===== src/rtl/vc_input_buffer.sv =====
// Per-input-port virtual-channel buffer: one FIFO per VC, input-side packet framing checks,
// and an output-side IDLE/ROUTING/ACTIVE sequencer per VC with one credit per popped flit.
module vc_input_buffer #(
   parameter int unsigned VC_NUM       = 4,
   parameter int unsigned BUFFER_DEPTH = 4,
   parameter int unsigned DEST_X_W     = 3,
   parameter int unsigned DEST_Y_W     = 3,
   parameter int unsigned PAYLOAD_W    = 16,
   localparam int unsigned VC_W        = (VC_NUM > 1) ? $clog2(VC_NUM) : 1,
   localparam int unsigned DATA_W      = DEST_X_W + DEST_Y_W + PAYLOAD_W,
   localparam int unsigned FLIT_W      = 2 + VC_W + DATA_W
) (
   input  logic                         clk,
   input  logic                         rst_n,
   input  logic                         in_valid,
   input  logic [FLIT_W-1:0]            in_flit,
   input  logic [VC_NUM-1:0]            route_ack,
   input  logic                         rd_en,
   input  logic [VC_W-1:0]              rd_vc,
   output logic [FLIT_W-1:0]            out_flit,
   output logic [VC_NUM-1:0]            vc_route_req,
   output logic [VC_NUM-1:0]            vc_active,
   output logic [VC_NUM*DEST_X_W-1:0]   route_x,
   output logic [VC_NUM*DEST_Y_W-1:0]   route_y,
   output logic                         credit_valid,
   output logic [VC_W-1:0]              credit_vc,
   output logic                         err_overflow,
   output logic                         err_protocol
);

   localparam int unsigned PTR_W = $clog2(BUFFER_DEPTH);
   localparam int unsigned CNT_W = PTR_W + 1;

   localparam logic [1:0] LblHead     = 2'd0;
   localparam logic [1:0] LblTail     = 2'd2;
   localparam logic [1:0] LblHeadTail = 2'd3;

   typedef enum logic [1:0] {StIdle, StRouting, StActive} vc_state_e;

   logic [FLIT_W-1:0] mem_q [VC_NUM][BUFFER_DEPTH];
   logic [PTR_W-1:0]  rd_ptr_q [VC_NUM];
   logic [PTR_W-1:0]  rd_ptr_d [VC_NUM];
   logic [PTR_W-1:0]  wr_ptr_q [VC_NUM];
   logic [PTR_W-1:0]  wr_ptr_d [VC_NUM];
   logic [CNT_W-1:0]  cnt_q [VC_NUM];
   logic [CNT_W-1:0]  cnt_d [VC_NUM];
   vc_state_e         state_q [VC_NUM];
   vc_state_e         state_d [VC_NUM];
   logic [VC_NUM-1:0] in_open_q, in_open_d;
   logic              credit_valid_q, credit_valid_d;
   logic [VC_W-1:0]   credit_vc_q, credit_vc_d;
   logic              err_ovf_q, err_ovf_d;
   logic              err_proto_q, err_proto_d;

   logic [FLIT_W-1:0] front [VC_NUM];
   logic [VC_NUM-1:0] nonempty;
   logic [VC_NUM-1:0] pop;
   logic [VC_NUM-1:0] wr_en;
   logic [1:0]        in_label;
   logic [VC_W-1:0]   in_vc;
   logic              in_vc_ok;
   logic              in_starts;
   logic              proto_bad;

   assign in_label = in_flit[FLIT_W-1 -: 2];
   assign in_vc    = in_flit[DATA_W +: VC_W];
   assign in_vc_ok = int'(in_vc) < int'(VC_NUM);

   always_comb begin
      for (int v = 0; v < VC_NUM; v++) begin
         front[v]    = mem_q[v][rd_ptr_q[v]];
         nonempty[v] = cnt_q[v] != '0;
         pop[v]      = rd_en && (rd_vc == VC_W'(v)) && (state_q[v] == StActive) && nonempty[v];
      end
   end

   // A head-type label is legal only on a closed VC; body/tail only on an open one.
   always_comb begin
      wr_en       = '0;
      in_starts   = (in_label == LblHead) || (in_label == LblHeadTail);
      proto_bad   = 1'b0;
      err_proto_d = err_proto_q;
      err_ovf_d   = err_ovf_q;
      if (in_valid && in_vc_ok) begin
         proto_bad = in_starts ? in_open_q[in_vc] : !in_open_q[in_vc];
         if (proto_bad) begin
            err_proto_d = 1'b1;
         end else if ((cnt_q[in_vc] < CNT_W'(BUFFER_DEPTH)) || pop[in_vc]) begin
            wr_en[in_vc] = 1'b1;
         end else begin
            err_ovf_d = 1'b1;
         end
      end
   end

   always_comb begin
      credit_valid_d = |pop;
      credit_vc_d    = credit_vc_q;
      in_open_d      = in_open_q;
      for (int v = 0; v < VC_NUM; v++) begin
         rd_ptr_d[v] = rd_ptr_q[v];
         wr_ptr_d[v] = wr_ptr_q[v];
         state_d[v]  = state_q[v];
         if (pop[v]) begin
            rd_ptr_d[v] = rd_ptr_q[v] + PTR_W'(1);
            credit_vc_d = VC_W'(v);
         end
         if (wr_en[v]) begin
            wr_ptr_d[v] = wr_ptr_q[v] + PTR_W'(1);
            if (in_label == LblHead) begin
               in_open_d[v] = 1'b1;
            end else if (in_label == LblTail) begin
               in_open_d[v] = 1'b0;
            end
         end
         cnt_d[v] = cnt_q[v] + CNT_W'(wr_en[v]) - CNT_W'(pop[v]);
         case (state_q[v])
            StIdle:    if (nonempty[v]) state_d[v] = StRouting;
            StRouting: if (route_ack[v]) state_d[v] = StActive;
            // TAIL and HEADTAIL share the label MSB.
            StActive:  if (pop[v] && front[v][FLIT_W-1]) state_d[v] = StIdle;
            default:   state_d[v] = StIdle;
         endcase
      end
   end

   always_ff @(posedge clk or negedge rst_n) begin
      if (!rst_n) begin
         for (int v = 0; v < VC_NUM; v++) begin
            rd_ptr_q[v] <= '0;
            wr_ptr_q[v] <= '0;
            cnt_q[v]    <= '0;
            state_q[v]  <= StIdle;
         end
         in_open_q      <= '0;
         credit_valid_q <= 1'b0;
         credit_vc_q    <= '0;
         err_ovf_q      <= 1'b0;
         err_proto_q    <= 1'b0;
      end else begin
         rd_ptr_q       <= rd_ptr_d;
         wr_ptr_q       <= wr_ptr_d;
         cnt_q          <= cnt_d;
         state_q        <= state_d;
         in_open_q      <= in_open_d;
         credit_valid_q <= credit_valid_d;
         credit_vc_q    <= credit_vc_d;
         err_ovf_q      <= err_ovf_d;
         err_proto_q    <= err_proto_d;
      end
   end

   // Flit storage needs no reset; emptiness is tracked by cnt_q.
   always_ff @(posedge clk) begin
      for (int v = 0; v < VC_NUM; v++) begin
         if (wr_en[v]) mem_q[v][wr_ptr_q[v]] <= in_flit;
      end
   end

   always_comb begin
      out_flit     = '0;
      vc_route_req = '0;
      vc_active    = '0;
      route_x      = '0;
      route_y      = '0;
      if ((int'(rd_vc) < int'(VC_NUM)) && nonempty[rd_vc]) out_flit = front[rd_vc];
      for (int v = 0; v < VC_NUM; v++) begin
         vc_route_req[v] = state_q[v] == StRouting;
         vc_active[v]    = (state_q[v] == StActive) && nonempty[v];
         route_x[v*DEST_X_W +: DEST_X_W] = front[v][DATA_W-1 -: DEST_X_W];
         route_y[v*DEST_Y_W +: DEST_Y_W] = front[v][DATA_W-DEST_X_W-1 -: DEST_Y_W];
      end
   end

   assign credit_valid = credit_valid_q;
   assign credit_vc    = credit_vc_q;
   assign err_overflow = err_ovf_q;
   assign err_protocol = err_proto_q;

endmodule


===== config.mk =====
export PLATFORM = sky130hd
export DESIGN_NAME = vc_input_buffer
export DESIGN_NICKNAME = d
export VERILOG_FILES = /design/src/rtl/vc_input_buffer.sv
export SDC_FILE = /design/constraint.sdc
export NUM_CORES = 1
export LEC_CHECK = 0
export CAP_MARGIN = 0
export CORE_MARGIN = 4
export CORE_UTILIZATION = 60
export CTS_CLUSTER_DIAMETER = 40
export DETAILED_ROUTE_END_ITERATION = 8
export GPL_TIMING_DRIVEN = 0
export HOLD_SLACK_MARGIN = 0.12
export PLACE_DENSITY_LB_ADDON = 0.3
export SYNTH_ARGS = -nofsm -noshare
export SYNTH_HDL_FRONTEND = slang
export SYNTH_SLANG_ARGS = --single-unit

===== constraint.sdc =====
create_clock -name clk -period 3 [get_ports clk]
set_input_delay 0.6 -clock clk [delete_from_list [all_inputs] [get_ports clk]]
set_output_delay 0.6 -clock clk [all_outputs]
set_load 0.05 [all_outputs]

==> flow_metrics.py, run 1 <==
metrics = {
    "sta": {
        "setup_repair_after_global_routing_missed_its_margin": "true",
        "max_frequency_ghz": 0.3084,
        "timing.max_slew.rel_slack_pct": 35.24,
        "setup-tns-final_ns": -4.856,
        "timing_max_transition_violations_final": 0,
        "post-route-period-util_pct": 108.1,
        "final.setup_skew_ns": 0.01948,
        "postLayoutSetupSlackWorst_ns": -0.2427,
        "final_critical_delay_including_setup_and_external_delays_ns": 3.243,
        "worst_slew_pin_slew_ns": 0.9714,
        "final_setup_violations": 26,
        "finalHoldViolCount": 0,
    },
    "global_routing": {
        "grt_pass1_wl_mm": 66.61,
        "globalRouteMet1Util_pct": 36.78,
        "grt_max_degree": 34,
        "grt_antenna_before_repair": 1,
        "grt.overflow.total": 0,
        "met2_usage_pct": 46.34,
        "first_global_vias": 10100,
        "grt_most_used_layer": "met2",
        "use_met3_pct": 5.534,
        "globalRouteTotalUtil_pct": 27.56,
    },
    "yosys": {
        "synth_async_sr_flop_share_pct": 9.761,
        "ys_seq_area_share_pct": 74.04,
        "ys_ff_latch": 461,
        "post-synth-top-count-cell": "edfxtp_1",
        "synth_top_area_share_pct": 67.92,
        "yosysWarnings": 0,
        "yosysUniqueCellTypes": 41,
        "synthesis.nets": 915,
        "yosysTopAreaCell": "edfxtp_1",
        "synth-edff-count": 416,
        "gate_count_of_the_mapped_netlist": 849,
        "synthFlopType": "edfxtp_1",
        "syn-cell-area_sq_mm": 0.01839,
        "ys_top_cells_by_area": "edfxtp_1, mux4_2, dfrtp_1",
        "ys_top_cells_by_count": "edfxtp_1, mux4_2, dfrtp_1",
        "synthesis.area_per_instance_sq_um": 21.66,
    },
    "power": {
        "p_int_uw": 15010,
        "combinationalPowerShare_pct": 37.0,
        "share_of_power_burned_in_registers_pct": 34.9,
        "powerDensity_mw_per_mm2": 986.1,
        "power_leakage_uw": 0.007871,
        "clkPwrFrac_pct": 28.1,
        "power.ir.vdd_worst_uv": 576.2,
        "p_switching_uw": 7415,
        "switching_share_pct": 33.06,
        "power_consumption_uw": 22430,
    },
    "floorplanning": {
        "design.core.area_sq_mm": 0.02995,
        "floorplan.io_pins": 99,
        "fp.dieArea_sq_mm": 0.03352,
        "start_util_pct": 61.40,
        "fp.dieH_microns": 183.1,
        "std_cell_rows": 63,
        "fp.dieW_microns": 183.1,
    },
    "critical_path": {
        "max_fo_critical_path": 7,
        "timing.rr.start": "in_open_q[0]$_DFFE_PN0P_",
        "crit_path_start_kind": "flop",
        "criticalPathCategory": "flop to output port",
        "critPathLaunch": "rd_ptr_q[4]$_DFFE_PN0P_",
        "cp.required_ns": 2.40,
        "crit_arrival_ns": 2.64,
        "critical_path.endpoint_type": "output port",
    },
    "drt": {
        "per_cell_routed_wire_length_microns": 31.53,
        "detail_route.vias_per_cell": 6.519,
        "drc": 0,
        "final_antenna_net_count": 0,
        "vias": 9655,
        "drt_iter0_markers": 1252,
        "drtPass1Iterations": 7,
        "final_wl_mm": 46.70,
    },
    "place": {
        "detailed_place.area_sq_mm": 0.02000,
        "gp_congestion": 0.8027,
        "dp_hpwl_mm": 23.20,
        "place.port_buffers": 98,
    },
    "clock_network": {
        "cts_max_level": 2,
        "number_of_buffers_added_by_the_clock_tree_synthesis_step": 51,
        "worst_skew_pair.late_latency_ns": 0.56,
        "cts.reportedPaths.clkPinSlew_ns": 0.06,
        "clockRootBuffer": "clkbuf_16",
        "cts_num_sinks": 461,
        "clockBufferDepth": 3,
        "cts_tree": "yes",
    },
    "worst_hold_path": {
        "hp-start": "in_flit[22]",
        "type_of_the_tightest_min_delay_check": "primary input to flop",
    },
    "run_status": {
        "run_status": "finished, violations left",
        "failed_checks": "negative setup slack",
    },
    "final_layout": {
        "final_layout_size_suffix_gt1_share_pct": 35.50,
        "stdcell_area_sq_mm": 0.02275,
        "area_growth_syn_to_layout_pct": 23.67,
        "finalNetCount": 1118,
    },
    "job": {
        "max-cap-violations": 0,
    },
}
cell families (layout without fill, tap and decap cells):
logic type | Yosys count | count (layout) | share of synthesized area, %
xor gates and xnor gates | 24 | 24 | 1.143
muxes | 139 | 139 | 16.57
and+or+nand+nor | 92 | 92 | 3.000
buffers and inverters | 74 | 315 | 1.884
DFF | 461 | 461 | 74.04
AOI/OAI and AO/OA | 29 | 29 | 1.156
other | 0 | 1 | 0
adders and majority gates | 30 | 30 | 2.204
per-layer routing:
layer / routed length (microns) / part of all wire, % / vias to the layer above
met5: 0 / 0 / -
met4: 1645 / 3.5 / 0
met3: 4553 / 9.7 / 111
met2: 24010 / 51 / 667
met1: 16490 / 35 / 5005
li1: - / - / 3872
registers in the layout, indices dropped and copies added (netlist names):
register and flops:
mem_q 416, err_overflow 1, cnt_q 12, rd_ptr_q 8
credit_vc 2, state_q 8, err_protocol 1, in_open_q 4
credit_valid 1, wr_ptr_q 8
final timing paths:
kind	end	slack, ns	cells after the start
worst max-delay path	out_flit[10]	-0.24	6
max in group asynchronous	rd_ptr_q[7]$_DFFE_PN0P_	1.98	3
worst min register to register	state_q[6]$_DFFE_PN0P_	0.45	1
worst max register to register	cnt_q[5]$_DFF_PN0_	0.09	10
min in group asynchronous	rd_ptr_q[2]$_DFFE_PN0P_	0.51	2
worst min-delay path	mem_q[0][22]$_DFFE_PP_	0.42	1
layout by cell type, fill, tap and decap left out, types with 5 or more instances in the layout:
cell,count
edfxtp_1,416
mux4_2,132
clkbuf_16,56
buf_4,45
clkdlybuf4s50_1,42
dfrtp_1,41
inv_1,35
buf_6,26
ha_1,26
dlygate4sd2_1,24
buf_12,23
nor2b_4,22
xnor2_1,15
and2_2,12
buf_8,10
nand2_1,10
clkbuf_1,10
nor2b_1,9
xor2_1,8
nor2_1,7
clkinv_1,7
nand2b_1,6
a211oi_1,6
bufinv_16,6
clkbuf_4,5
a21o_1,5
area by class of cell:
class / count / area, sq um
multi-input combinational: 314 / 4692
timing repair buffer: 154 / 1650
inverter: 36 / 135.1
antenna: 1 / 2.502
fill: 1499 / 7208
buffer: 34 / 465.4
clock buffer: 63 / 1364
clock inverter: 28 / 325.3
sequential: 461 / 13620
tap: 390 / 488.0
stage by stage:
stage               worst slack, ns  hold WS [ns]  instances  util (%)
finish                      -0.2427        0.4204       1481     75.94
global route                -0.2907        0.4201       1480     75.93
CTS                         -0.2134        0.4355       1466     75.30
detailed placement           -1.563        0.4439       1342     66.78
global placement             -1.650        0.4268       1337     66.37
floorplan                  -0.09147        0.3044        849         -
repair_timing:
| item | CTS | global route |
|---|---|---|
| hold endpoints to repair | 12 | 0 |
| setup endpoints to repair | 450 | 235 |
| gates resized for setup | 354 | 31 |
| hold buffers | 1 | 0 |
| setup buffers | 32 | 14 |
| gates cloned | 4 | 2 |
| pin swaps | 2 | 4 |
power groups by stage:
| stage | combinational [uW] | sequential, uW | clock [uW] |
|---|---|---|---|
| after floorplan | 4710 | 7810 | 0 |
| after global placement | 6690 | 7800 | 0 |
| after detailed placement | 6830 | 7830 | 0 |
| after CTS | 7970 | 7790 | 6300 |
| after global routing | 8640 | 7850 | 6620 |
| final | 8300 | 7820 | 6300 |
critical path, cell delays in order, from the launching register on:
cell     delay [ns]
dfrtp_1        0.39
buf_12         0.18
buf_16         0.15
mux4_2         0.52
mux4_2         0.53
nor2b_4        0.16
buf_6          0.15
Power figures use the tool's default switching activity.
==> run 2, diff against run 1 <==
--- a/config.mk
+++ b/config.mk
@@ -7,3 +7,2 @@
 export LEC_CHECK = 0
-export CAP_MARGIN = 0
 export CORE_MARGIN = 4
@@ -12,3 +11,2 @@
 export DETAILED_ROUTE_END_ITERATION = 8
-export GPL_TIMING_DRIVEN = 0
 export HOLD_SLACK_MARGIN = 0.12
==> constraint.sdc (replaced) <==
create_clock -name clk -period 3 [get_ports clk]
set_input_delay 0.45 -clock clk [delete_from_list [all_inputs] [get_ports clk]]
set_output_delay 0.45 -clock clk [all_outputs]
set_load 0.05 [all_outputs]
==> run 2 against run 1 <==
Compared with the run above: the flow still finishes with violations (negative setup slack); first-iteration DRC count grew 10%; register-to-register slack gained 0.09 ns; fmax grew 2.2%; global-route usage grew 1.2 points; sequential share of layout area shrank 1.3 points; critical path depth shrank 1; setup slack gained 0.069 ns; combinational power grew 7.8%; largest power group unchanged.
==> flow_metrics.py, run 2 (synthesis results as in run 1) <==
metrics = {
    "run_status": {
        "run_status": "finished, violations left",
        "failed_checks": "negative setup slack",
    },
    "place": {
        "place.port_buffers": 98,
        "gp_congestion": 0.8200,
        "dp_hpwl_mm": 25.36,
    },
    "global_routing": {
        "grt_antenna_before_repair": 1,
        "grt.overflow.total": 0,
        "grt_pass1_wl_mm": 69.33,
        "grt_max_degree": 46,
        "first_global_vias": 10250,
        "globalRouteTotalUtil_pct": 28.79,
    },
    "final_layout": {
        "final_layout_size_suffix_gt1_share_pct": 37.77,
        "area_growth_syn_to_layout_pct": 26.50,
        "mostFrequentLayoutCell": "edfxtp_1",
        "antenna-diode-count": 0,
        "largest_reg_flops": 416,
        "finalNetCount": 1131,
        "final_cell_mix": "edfxtp_1, mux4_2, buf_12, buf_4, clkbuf_16",
    },
    "sta": {
        "final_setup_violations": 26,
        "max_frequency_ghz": 0.3151,
        "final.setup_skew_ns": 0.03077,
        "postLayoutSetupSlackWorst_ns": -0.1732,
        "worst_slew_pin_slew_ns": 1.058,
        "timing_max_transition_violations_final": 0,
        "worst_hold_slack_ns": 0.4578,
        "post-route-period-util_pct": 105.8,
        "timing.max_slew.rel_slack_pct": 29.45,
        "final_critical_delay_including_setup_and_external_delays_ns": 3.173,
        "finalHoldViolCount": 0,
        "setup_repair_after_global_routing_missed_its_margin": "true",
    },
    "critical_path": {
        "worst_path_largest_cell_delay_ns": 0.57,
        "crit_path_top_delay_cell": "mux4_2",
        "criticalPathCategory": "flop to output port",
        "cp.required_ns": 2.55,
        "cp_top_family": "multiplexers",
        "max_fo_critical_path": 8,
        "crit_path_cell_trace": "buf_12 -> mux4_2 -> mux4_2 -> nor2b_4 -> buf_12",
        "critical_path_buf_inv_count": 2,
        "crit_path_start_kind": "flop",
        "crit_arrival_ns": 2.72,
        "critical_path.endpoint_type": "output port",
    },
    "drt": {
        "dr.max_layer_used": "met5",
        "met2RoutedLength_mm": 24.72,
        "final_wl_mm": 47.23,
        "vias": 9705,
        "drt_iter0_markers": 1381,
        "final_antenna_net_count": 0,
        "drtPass1Iterations": 5,
        "drc": 0,
        "per_cell_routed_wire_length_microns": 31.61,
        "detail_route.vias_per_cell": 6.496,
        "met3_length_mm": 4.475,
        "m1WireLength_mm": 16.57,
    },
    "clock_network": {
        "clockBufferDepth": 3,
        "cts_max_level": 2,
        "number_of_buffers_added_by_the_clock_tree_synthesis_step": 49,
        "cts_tree": "yes",
        "worst_skew_pair.late_latency_ns": 0.57,
        "clockRootBuffer": "clkbuf_16",
        "cts.reportedPaths.clkPinSlew_ns": 0.07,
        "cts_num_sinks": 461,
    },
    "power": {
        "power.ir.vdd_worst_uv": 843.8,
        "power_consumption_uw": 22790,
        "powerDensity_mw_per_mm2": 979.5,
        "power_leakage_uw": 0.008063,
    },
    "floorplanning": {
        "std_cell_rows": 63,
        "design.core.area_sq_mm": 0.02995,
        "start_util_pct": 61.40,
        "fp.dieH_microns": 183.1,
        "fp.dieW_microns": 183.1,
        "fp.dieArea_sq_mm": 0.03352,
        "floorplan.io_pins": 99,
    },
    "job": {
        "max-cap-violations": 0,
    },
    "worst_hold_path": {
        "type_of_the_tightest_min_delay_check": "flop to flop",
    },
}
==> run 2: changes by cell type in the layout (fill, tap and decap cells not counted), sizes merged <==
cell | before | now
bufinv | 6 | 4
dlygate4sd2 | 24 | 0
inv | 42 | 44
diode | 1 | 0
clkinv | 12 | 13
clkinvlp | 4 | 8
clkdlybuf4s50 | 42 | 44
clkbuf | 74 | 63
dlymetal6s2s | 0 | 1
buf | 110 | 151
==> run 2: worst reg2reg max path: stages, from the launching register on <==
cell      delay [ns]
dfrtp_1         0.48
nor3_1          0.11
nand2b_1        0.21
or3_1           0.41
a21oi_2         0.17
inv_1           0.07
ha_1            0.29
inv_1           0.06
ha_1            0.14
inv_1           0.05
fa_1            0.41
xnor2_2         0.17
xnor2_1         0.13
==> run 2: through the flow <==
stage          std cells  instance area, sq um  utilization, %  setup TNS (ns)  worst slack [ns]
5_1_grt             1494                 23270           77.67          -3.492           -0.1997
6_report            1494                 23270           77.67          -2.539           -0.1732
4_1_cts             1483                 23090           77.08          -3.321           -0.1554
3_5_place_dp        1373                 21100           70.45          -2.076           -0.3976
2_1_floorplan        849                 18390               -               0           0.05853
3_3_place_gp        1373                 21100           70.45          -1.560           -0.3502
==> run 2: worst paths after layout <==
kind	cells after the start	startpoint	slack, ns	end
setup / recovery	5	rd_ptr_q[0]$_DFFE_PN0P_	-0.17	out_flit[22]
hold / removal	1	err_overflow$_DFFE_PN0P_	0.46	err_overflow$_DFFE_PN0P_
setup reg to reg	12	cnt_q[10]$_DFF_PN0_	0.18	cnt_q[11]$_DFF_PN0_
hold reg to reg	1	err_overflow$_DFFE_PN0P_	0.46	err_overflow$_DFFE_PN0P_
max in group asynchronous	2	rst_n	1.58	rd_ptr_q[2]$_DFFE_PN0P_
min in group asynchronous	2	rst_n	0.64	rd_ptr_q[5]$_DFFE_PN0P_
==> run 2: area by class of cell <==
cell class / instances / area (sq um)
flip-flops and latches: 461 / 13630
repair buffers: 203 / 2780
clock buffers: 57 / 1277
well taps: 390 / 488.0
inverters: 36 / 135.1
clock inverters: 33 / 349.1
multi-input cells: 314 / 4611
fillers: 1457 / 6688
==> run 2: layer usage <==
metal / track usage (%) / up-vias
met1: 38.86 / 5061
li1: - / 3888
met5: 0 / -
met3: 5.256 / 114
met2: 48.46 / 640
met4: 9.923 / 2
==> run 2: what timing repair did <==
item,in CTS,in global routing
gates cloned,4,2
setup buffers,15,12
gates resized for setup,27,29
hold buffers,1,0
hold endpoints to repair,32,0
pin swaps,0,0
setup endpoints to repair,26,28
==> run 2: power breakdown <==
| group | switching (uW) | internal [uW] |
|---|---|---|
| logic | 4560 | 4390 |
| clock network | 2540 | 3460 |
| registers | 395 | 7440 |
